File: src/rtl/fft_frame_sched.sv
`default_nettype none
// ============================================================================
// Module   : fft_frame_sched
// Purpose  : Frame scheduler for the FFT magnitude RAM: sequences
//            IDLE -> CAPTURE -> FLUSH -> READ and arbitrates the RAM read port
//            between the peak detector (port 0) and the UART dump (port 1).
// Options  : FFT_SCHED_WATCHDOG_EN adds a 16-bit CAPTURE timeout.
// Revision : 1.0  initial release
// ============================================================================
module fft_frame_sched (
  input  logic       sys_clk,
  input  logic       sys_rstn,
  input  logic       s_frame_start,
  output logic       m_capture_en,
  input  logic       s_magni_valid,
  input  logic [9:0] s_magni_addr,
  input  logic       s_req0,
  input  logic       s_req1,
  input  logic [8:0] s_addr0,
  input  logic [8:0] s_addr1,
  output logic       m_gnt0,
  output logic       m_gnt1,
  output logic [8:0] m_ram_addr,
  input  logic       s_read_done,
  output logic       m_busy,
  output logic [1:0] m_state,
  output logic [7:0] m_frame_cnt,
  output logic       m_err
);

  typedef enum logic [1:0] {
    ST_IDLE    = 2'd0,
    ST_CAPTURE = 2'd1,
    ST_READ    = 2'd2,
    ST_FLUSH   = 2'd3
  } state_t;

  localparam logic [9:0] C_LAST_ADDR = 10'd511;
  localparam logic [9:0] C_FULL_CNT  = 10'd512;
  localparam logic [9:0] C_CNT_MAX   = 10'h3FF;

  state_t     r_state;
  state_t     w_state_nxt;

  logic       r_capture_en;
  logic       r_err;
  logic       r_flush_cnt;
  logic [9:0] r_wr_cnt;
  logic [7:0] r_frame_cnt;
  logic       r_gnt0;
  logic       r_gnt1;
  logic       r_rr_pri;
  logic [8:0] r_addr_hold;

  logic       w_last_wr;
  logic       w_wr_lower;
  logic [9:0] w_wr_cnt_nxt;
  logic       w_short;
  logic       w_timeout;
  logic       w_gnt0;
  logic       w_gnt1;
  logic       w_gnt_any;
  logic       w_new_gnt0;
  logic       w_new_gnt1;
  logic [8:0] w_ram_addr;

  assign w_last_wr    = s_magni_valid && (s_magni_addr == C_LAST_ADDR);
  assign w_wr_lower   = s_magni_valid && !s_magni_addr[9];
  // Saturating so duplicate-address bursts cannot wrap back below 512.
  assign w_wr_cnt_nxt = (w_wr_lower && (r_wr_cnt != C_CNT_MAX)) ? r_wr_cnt + 10'd1
                                                                 : r_wr_cnt;
  assign w_short      = (w_wr_cnt_nxt < C_FULL_CNT);

`ifdef FFT_SCHED_WATCHDOG_EN
  logic [15:0] r_wd_cnt;

  always_ff @(posedge sys_clk or negedge sys_rstn) begin
    if (!sys_rstn) begin
      r_wd_cnt <= '0;
    end else if (r_state != ST_CAPTURE) begin
      r_wd_cnt <= '0;
    end else begin
      r_wd_cnt <= r_wd_cnt + 16'd1;
    end
  end

  // Fires on the 65535th CAPTURE cycle; a genuine last write wins a tie.
  assign w_timeout = (r_state == ST_CAPTURE) && (r_wd_cnt == 16'hFFFE) && !w_last_wr;
`else
  assign w_timeout = 1'b0;
`endif

  always_ff @(posedge sys_clk or negedge sys_rstn) begin
    if (!sys_rstn) begin
      r_state <= ST_IDLE;
    end else begin
      r_state <= w_state_nxt;
    end
  end

  always_comb begin
    w_state_nxt = r_state;
    case (r_state)
      ST_IDLE: begin
        if (s_frame_start) w_state_nxt = ST_CAPTURE;
      end
      ST_CAPTURE: begin
        if (w_last_wr)      w_state_nxt = ST_FLUSH;
        else if (w_timeout) w_state_nxt = ST_IDLE;
      end
      ST_FLUSH: begin
        if (r_flush_cnt) w_state_nxt = ST_READ;
      end
      ST_READ: begin
        if (s_read_done) w_state_nxt = ST_IDLE;
      end
      default: w_state_nxt = ST_IDLE;
    endcase
  end

  always_ff @(posedge sys_clk or negedge sys_rstn) begin
    if (!sys_rstn) begin
      r_capture_en <= 1'b0;
      r_err        <= 1'b0;
      r_flush_cnt  <= 1'b0;
      r_wr_cnt     <= '0;
      r_frame_cnt  <= '0;
    end else begin
      r_capture_en <= (w_state_nxt == ST_CAPTURE);
      r_err        <= ((r_state == ST_CAPTURE) && w_last_wr && w_short) || w_timeout;
      r_flush_cnt  <= (r_state == ST_FLUSH) ? !r_flush_cnt : 1'b0;
      r_wr_cnt     <= (r_state == ST_CAPTURE) ? w_wr_cnt_nxt : '0;
      if ((r_state == ST_READ) && s_read_done) begin
        r_frame_cnt <= r_frame_cnt + 8'd1;
      end
    end
  end

  // Registered grant is masked by its live request and by read_done, so a
  // grant vanishes in the very cycle the requester lets go.
  assign w_gnt0    = r_gnt0 && s_req0 && !s_read_done;
  assign w_gnt1    = r_gnt1 && s_req1 && !s_read_done;
  assign w_gnt_any = w_gnt0 || w_gnt1;

  always_comb begin
    w_new_gnt0 = 1'b0;
    w_new_gnt1 = 1'b0;
    if ((r_state == ST_READ) && !s_read_done) begin
      if (w_gnt_any) begin
        w_new_gnt0 = w_gnt0;
        w_new_gnt1 = w_gnt1;
      end else if (s_req0 && s_req1) begin
        w_new_gnt0 = !r_rr_pri;
        w_new_gnt1 = r_rr_pri;
      end else begin
        w_new_gnt0 = s_req0;
        w_new_gnt1 = s_req1;
      end
    end
  end

  always_ff @(posedge sys_clk or negedge sys_rstn) begin
    if (!sys_rstn) begin
      r_gnt0      <= 1'b0;
      r_gnt1      <= 1'b0;
      r_rr_pri    <= 1'b0;
      r_addr_hold <= '0;
    end else begin
      r_gnt0      <= w_new_gnt0;
      r_gnt1      <= w_new_gnt1;
      r_addr_hold <= w_ram_addr;
      if (!w_gnt_any && (w_new_gnt0 || w_new_gnt1)) begin
        r_rr_pri <= w_new_gnt0;
      end
    end
  end

  assign w_ram_addr   = w_gnt0 ? s_addr0 : (w_gnt1 ? s_addr1 : r_addr_hold);

  assign m_capture_en = r_capture_en;
  assign m_gnt0       = w_gnt0;
  assign m_gnt1       = w_gnt1;
  assign m_ram_addr   = w_ram_addr;
  assign m_busy       = (r_state != ST_IDLE);
  assign m_state      = r_state;
  assign m_frame_cnt  = r_frame_cnt;
  assign m_err        = r_err;

endmodule
`default_nettype wire

File: config.mk
export PLATFORM = sky130hd
export DESIGN_NAME = fft_frame_sched
export DESIGN_NICKNAME = d
export VERILOG_FILES = /design/src/rtl/fft_frame_sched.sv
export SDC_FILE = /design/constraint.sdc
export NUM_CORES = 1
export LEC_CHECK = 0
export ABC_CLOCK_PERIOD_IN_PS = 1800
export BUFFER_PORTS_ARGS = -buffer_cell sky130_fd_sc_hd__buf_2
export CORE_MARGIN = 2
export CORE_UTILIZATION = 35
export CTS_CLUSTER_SIZE = 30
export DETAILED_ROUTE_END_ITERATION = 10
export MAX_ROUTING_LAYER = met4
export PLACE_DENSITY_LB_ADDON = 0.08
export SYNTH_ARGS = -nofsm -noshare
export SYNTH_HDL_FRONTEND = slang
export SYNTH_SLANG_ARGS = --single-unit
File: constraint.sdc
create_clock -name sys_clk -period 1.8 [get_ports sys_clk]
set_input_delay 0.36 -clock sys_clk [delete_from_list [all_inputs] [get_ports sys_clk]]
set_output_delay 0.36 -clock sys_clk [all_outputs]
set_load 0.02 [all_outputs]
# Yosys cells after proc, flatten, opt, wreduce, memory -nomap -nowiden
# Cells that the tools add are included.
# word_totals
reg_bits	35
latch_bits	0
mem_bits_rw	0
romBits	0
inputBits	35
output_inout_bits	24
wordCells	57
n_memories	0
# classes
add_sub_neg	2
multipliers	0
div	0
n_lt_le_gt_ge	1
eq_ne	6
shifts	0
muxes	16
n_bitwise	0
reduce_logical	22
# ops
operator	count
$mux 10	2
$mux 9	2
$logic_and 1x1->1	13
$add 10x1->10 const B	1
$eq 10x9->1 const B	1
$lt 10x10->1 const B	1
$ne 10x10->1 const B	1
$add 8x1->8 const B	1
$mux 2	4
$pmux 2 s4	1
$mux 1	7
$logic_not 1->1	5
$eq 2x1->1 const B	2
$eq 2x2->1 const B	2
$logic_not 2->1	1
$logic_or 1x1->1	2
$reduce_bool 2->1	1

# Logic depth before layout (Yosys ltp)
# logic_depth
depth_word	7
depth_mapped	5
mapped_depth_nobuf	5

# Least setup slack after synthesis
# No wires, ideal clock.
# synth_path
path_type	input-to-output
from	in s_read_done
to	out m_ram_addr[0]
t_arrival_ns	1.493
required_time_ns	1.440
path_slack_ns	-0.053
cell_stages	5
path_buffers	2
cell_sequence	and3b_1 buf_2 buf_4 mux2i_1 o21ai_0
# synth_via
elab_chain_cells	4
# synth_lines
element	line_no	text
start, declared	24	input logic s_read_done,
$logic_not 1->1	142	assign w_gnt1 = r_gnt1 && s_req1 && !s_read_done;
$logic_and 1x1->1	142	
via m_gnt1	22	output logic m_gnt1,
$mux 9 (2 in a row)	178	assign w_ram_addr = w_gnt0 ? s_addr0 : (w_gnt1 ? s_addr1 : r_addr_hold);
end, declared	23	output logic [8:0] m_ram_addr,
# The timed path passes the listed nets, and every way through them passes these cells.

# Worst setup path after layout
# layout_path
from	reg r_gnt1
to	out m_ram_addr[0]
# layout_via
elab_chain_cells	4
# layout_lines
element	line_no	text
start, declared	51	logic r_gnt1;
start signal, assigned	170	r_gnt1 <= w_new_gnt1;
$logic_and 1x1->1 (2 in a row)	142	
$mux 9 (2 in a row)	178	
# No other way between the ends.

==> results.ini <==
[clock_tree]
cts_root_buffer = clkbuf_8
cts.sinks = 35
clkTransAtPathRegs_ns = 0.07
htree_levels = 2
cts_hold_buf = 0
cts_tree = yes
clock_path_buffers = 2
cts_inserted_buffers = 5
clk_latency_ns = 0.29

[setup_path]
endpoint_kind = output pin
worst-setup-path-type = reg2out
worst_setup_path_start_kind = flip-flop
arrival_ns = 1.49
cp_max_fo = 5
crit_slowest_cell = dfrtp_1
critPathMaxStageDelay_ns = 0.41
cp_cell_sequence = and3b_2 > mux2i_1 > o21ai_1 > buf_4
cpLargestDelayFamily = flip-flops
required_ns = 1.44
cp_num_buf_inv = 1
rr_worst_depth = 5
path_depth = 4

[floorplanning]
die-area_sq_um = 5410
die_h_um = 73.5
start_util_pct = 36.1
die_w_um = 73.5
pin_count = 59
rows = 25
core_area_sq_um = 4690

[grt]
grt_overflow = 0
grt_max_degree = 36
grt_pass1_vias = 1415
grt_first_pass_wirelength_mm = 6.18
grt_usage_pct = 15.5
antenna_found_initial = 0

[route]
drt_iter0_markers = 46
routedWlPerCell_um = 13.4
drtAntennaViolNets = 0
vias = 1471
wl_mm = 3.84
drtPass1Iterations = 4
viasPerCell = 5.14
route.detailed.drc = 0

[logic_synthesis]
syn_area_sq_um = 1690
syn-num-nets = 195
netlist_instances = 158
yosys-top-cells-area = dfrtp_1, mux2i_1, nand2_1
seq_area_frac_synth_pct = 51.7
async_reset_ff_share_pct = 100
yosysTopAreaCell = dfrtp_1
synth_ff_type = dfrtp_1
ys_ff_latch = 35
yosysWarnings = 0
synth_cell_types = 44
yosysTopAreaCellShare_pct = 51.7
syn_area_per_cell_sq_um = 10.7
synth_edf_count = 0

[timing]
period_share_pct = 103
clock-skew-final_ns = 0.00476
relSlewSlack_pct = 70.0
hold_viol_final = 0
drv_slew = 0
finalSetupViolations = 9
worst_pin_slew_ns = 0.450
rsz0062_at_grt = yes
timing.final.ws_setup_ns = -0.0537
fin_crit_ns = 1.85
max_freq_mhz = 539

[outcome]
violations = setup timing
status = finished, violations left

[layout]
final_cells = 286
layout-drive-gt1-share_pct = 40.1
diodes = 0
area_growth_pct = 35.5
layout.nets = 268
fillers = 466
final_util_pct = 48.9

[place]
place_inst = 271
pre_cts_slack_ns = 0.0370
gp_congestion = 0.829
dp_hpwl_mm = 2.63
portBuffers = 58

[worst_hold_path]
hp-class = in2async

[pwr]
vdd.ir_drop.worst_mv = 0.406
power_density_nw_per_um2 = 766
p_leak_nw = 1.15

[run]
maxCapViolCount = 0

==> worst paths after layout <==
kind / start / endpoint / slack, ns
setup / recovery: r_gnt1 / m_ram_addr[0] / -0.05
hold / removal: sys_rstn / r_addr_hold[1] / 0.11
setup reg to reg: r_wr_cnt[0] / r_wr_cnt[5] / 0.26
hold reg to reg: r_flush_cnt / r_flush_cnt / 0.44
max in group asynchronous: sys_rstn / m_err / 1.38
min in group sys_clk: s_addr0[4] / r_addr_hold[4] / 0.31
==> flip-flops by register name, indices dropped and copies added, names as in the netlist <==
name / flops
r_rr_pri: 1
m_frame_cnt: 8
r_gnt1: 1
m_capture_en: 1
m_state: 2
r_flush_cnt: 1
r_wr_cnt: 10
m_err: 1
r_gnt0: 1
r_addr_hold: 9
==> final cells by class <==
type | instances | area, sq um | share of cell area, %
Timing Repair Buffer | 70 | 427 | 18.6
Clock buffer | 8 | 100 | 4.36
Sequential cell | 35 | 876 | 38.2
Inverter | 3 | 11.3 | 0.491
Multi-Input combinational cell | 116 | 812 | 35.4
Tap cell | 54 | 67.6 | 2.95
==> layout by cell type, fill, tap and decap left out, drive strengths merged, types with 3 or more instances in the layout <==
master / instances
clkbuf: 8
inv: 3
buf: 70
xor2: 6
nor3: 4
and3b: 3
nor3b: 3
o21ai: 9
a21oi: 3
nand2: 15
nor2: 11
nand3: 9
xnor2: 5
and4: 3
a31oi: 4
and2: 3
nand4: 3
dfrtp: 35
mux2i: 11
==> report_power, final <==
group | internal (W) | switching, W | total, W
clock network | 0.000349 | 0.000275 | 0.000625
registers | 0.000847 | 0.0000814 | 0.000928
logic | 0.000100 | 0.000104 | 0.000204
==> what timing repair did <==
item                                    in CTS  in global routing
setup buffers                                1                  6
pin swaps                                    2                  8
gates cloned                                 1                  0
resized for setup                           13                  8
endpoints found under the setup margin       9                  9
==> synthesized netlist by cell type (3+ instances only) <==
cell type	count
a31oi_1	4
mux2i_1	11
o21ai_1	4
and2_1	3
nor2_1	11
nor3b_1	3
nand2_1	15
a21oi_1	3
inv_1	3
xnor2_1	5
o21ai_0	5
clkbuf_1	3
nor3_1	3
xor2_1	6
dfrtp_1	35
nand3_1	9
==> metal layers <==
metal,vias up,part of all wire (%),track usage [%]
met4,0,1.6,7.27
met2,42,47,24.2
met5,-,0,-
li1,707,-,-
met3,6,5.4,3.57
met1,716,46,18.9
==> logic make-up (layout without fill, tap and decap cells) <==
logic type,count (synthesis),count (layout),share of synthesized area (%)
adder cells (fa/ha/maj),2,2,1.48
flip-flops,35,35,51.7
XOR/XNOR,11,11,5.69
AND/OR/NAND/NOR,65,66,22.0
buffers and inverters,8,81,2.07
AO/OA/AOI/OAI,25,25,9.90
multiplexers,12,12,7.17
==> per-stage QoR <==
step | TNS (ns) | total power, W | area, sq um | hold slack, ns
2_1_floorplan | 0 | 0.00104 | 1690 | 0.0644
3_3_place_gp | 0 | 0.00113 | 2100 | 0.422
3_5_place_dp | 0 | 0.00115 | 2100 | 0.425
4_1_cts | -0.0534 | 0.00179 | 2220 | 0.114
5_1_grt | -0.756 | 0.00185 | 2290 | 0.140
6_report | -0.182 | 0.00176 | 2290 | 0.108
==> worst register-to-register path, cell delays in order, from the launching register on <==
cell and delay (ns):
dfrtp_1 0.43, ha_1 0.26, and4_1 0.25, nand2_1 0.06, and4_2 0.22, a211oi_1 0.22
No activity file was read; power rests on OpenSTA's default activity.
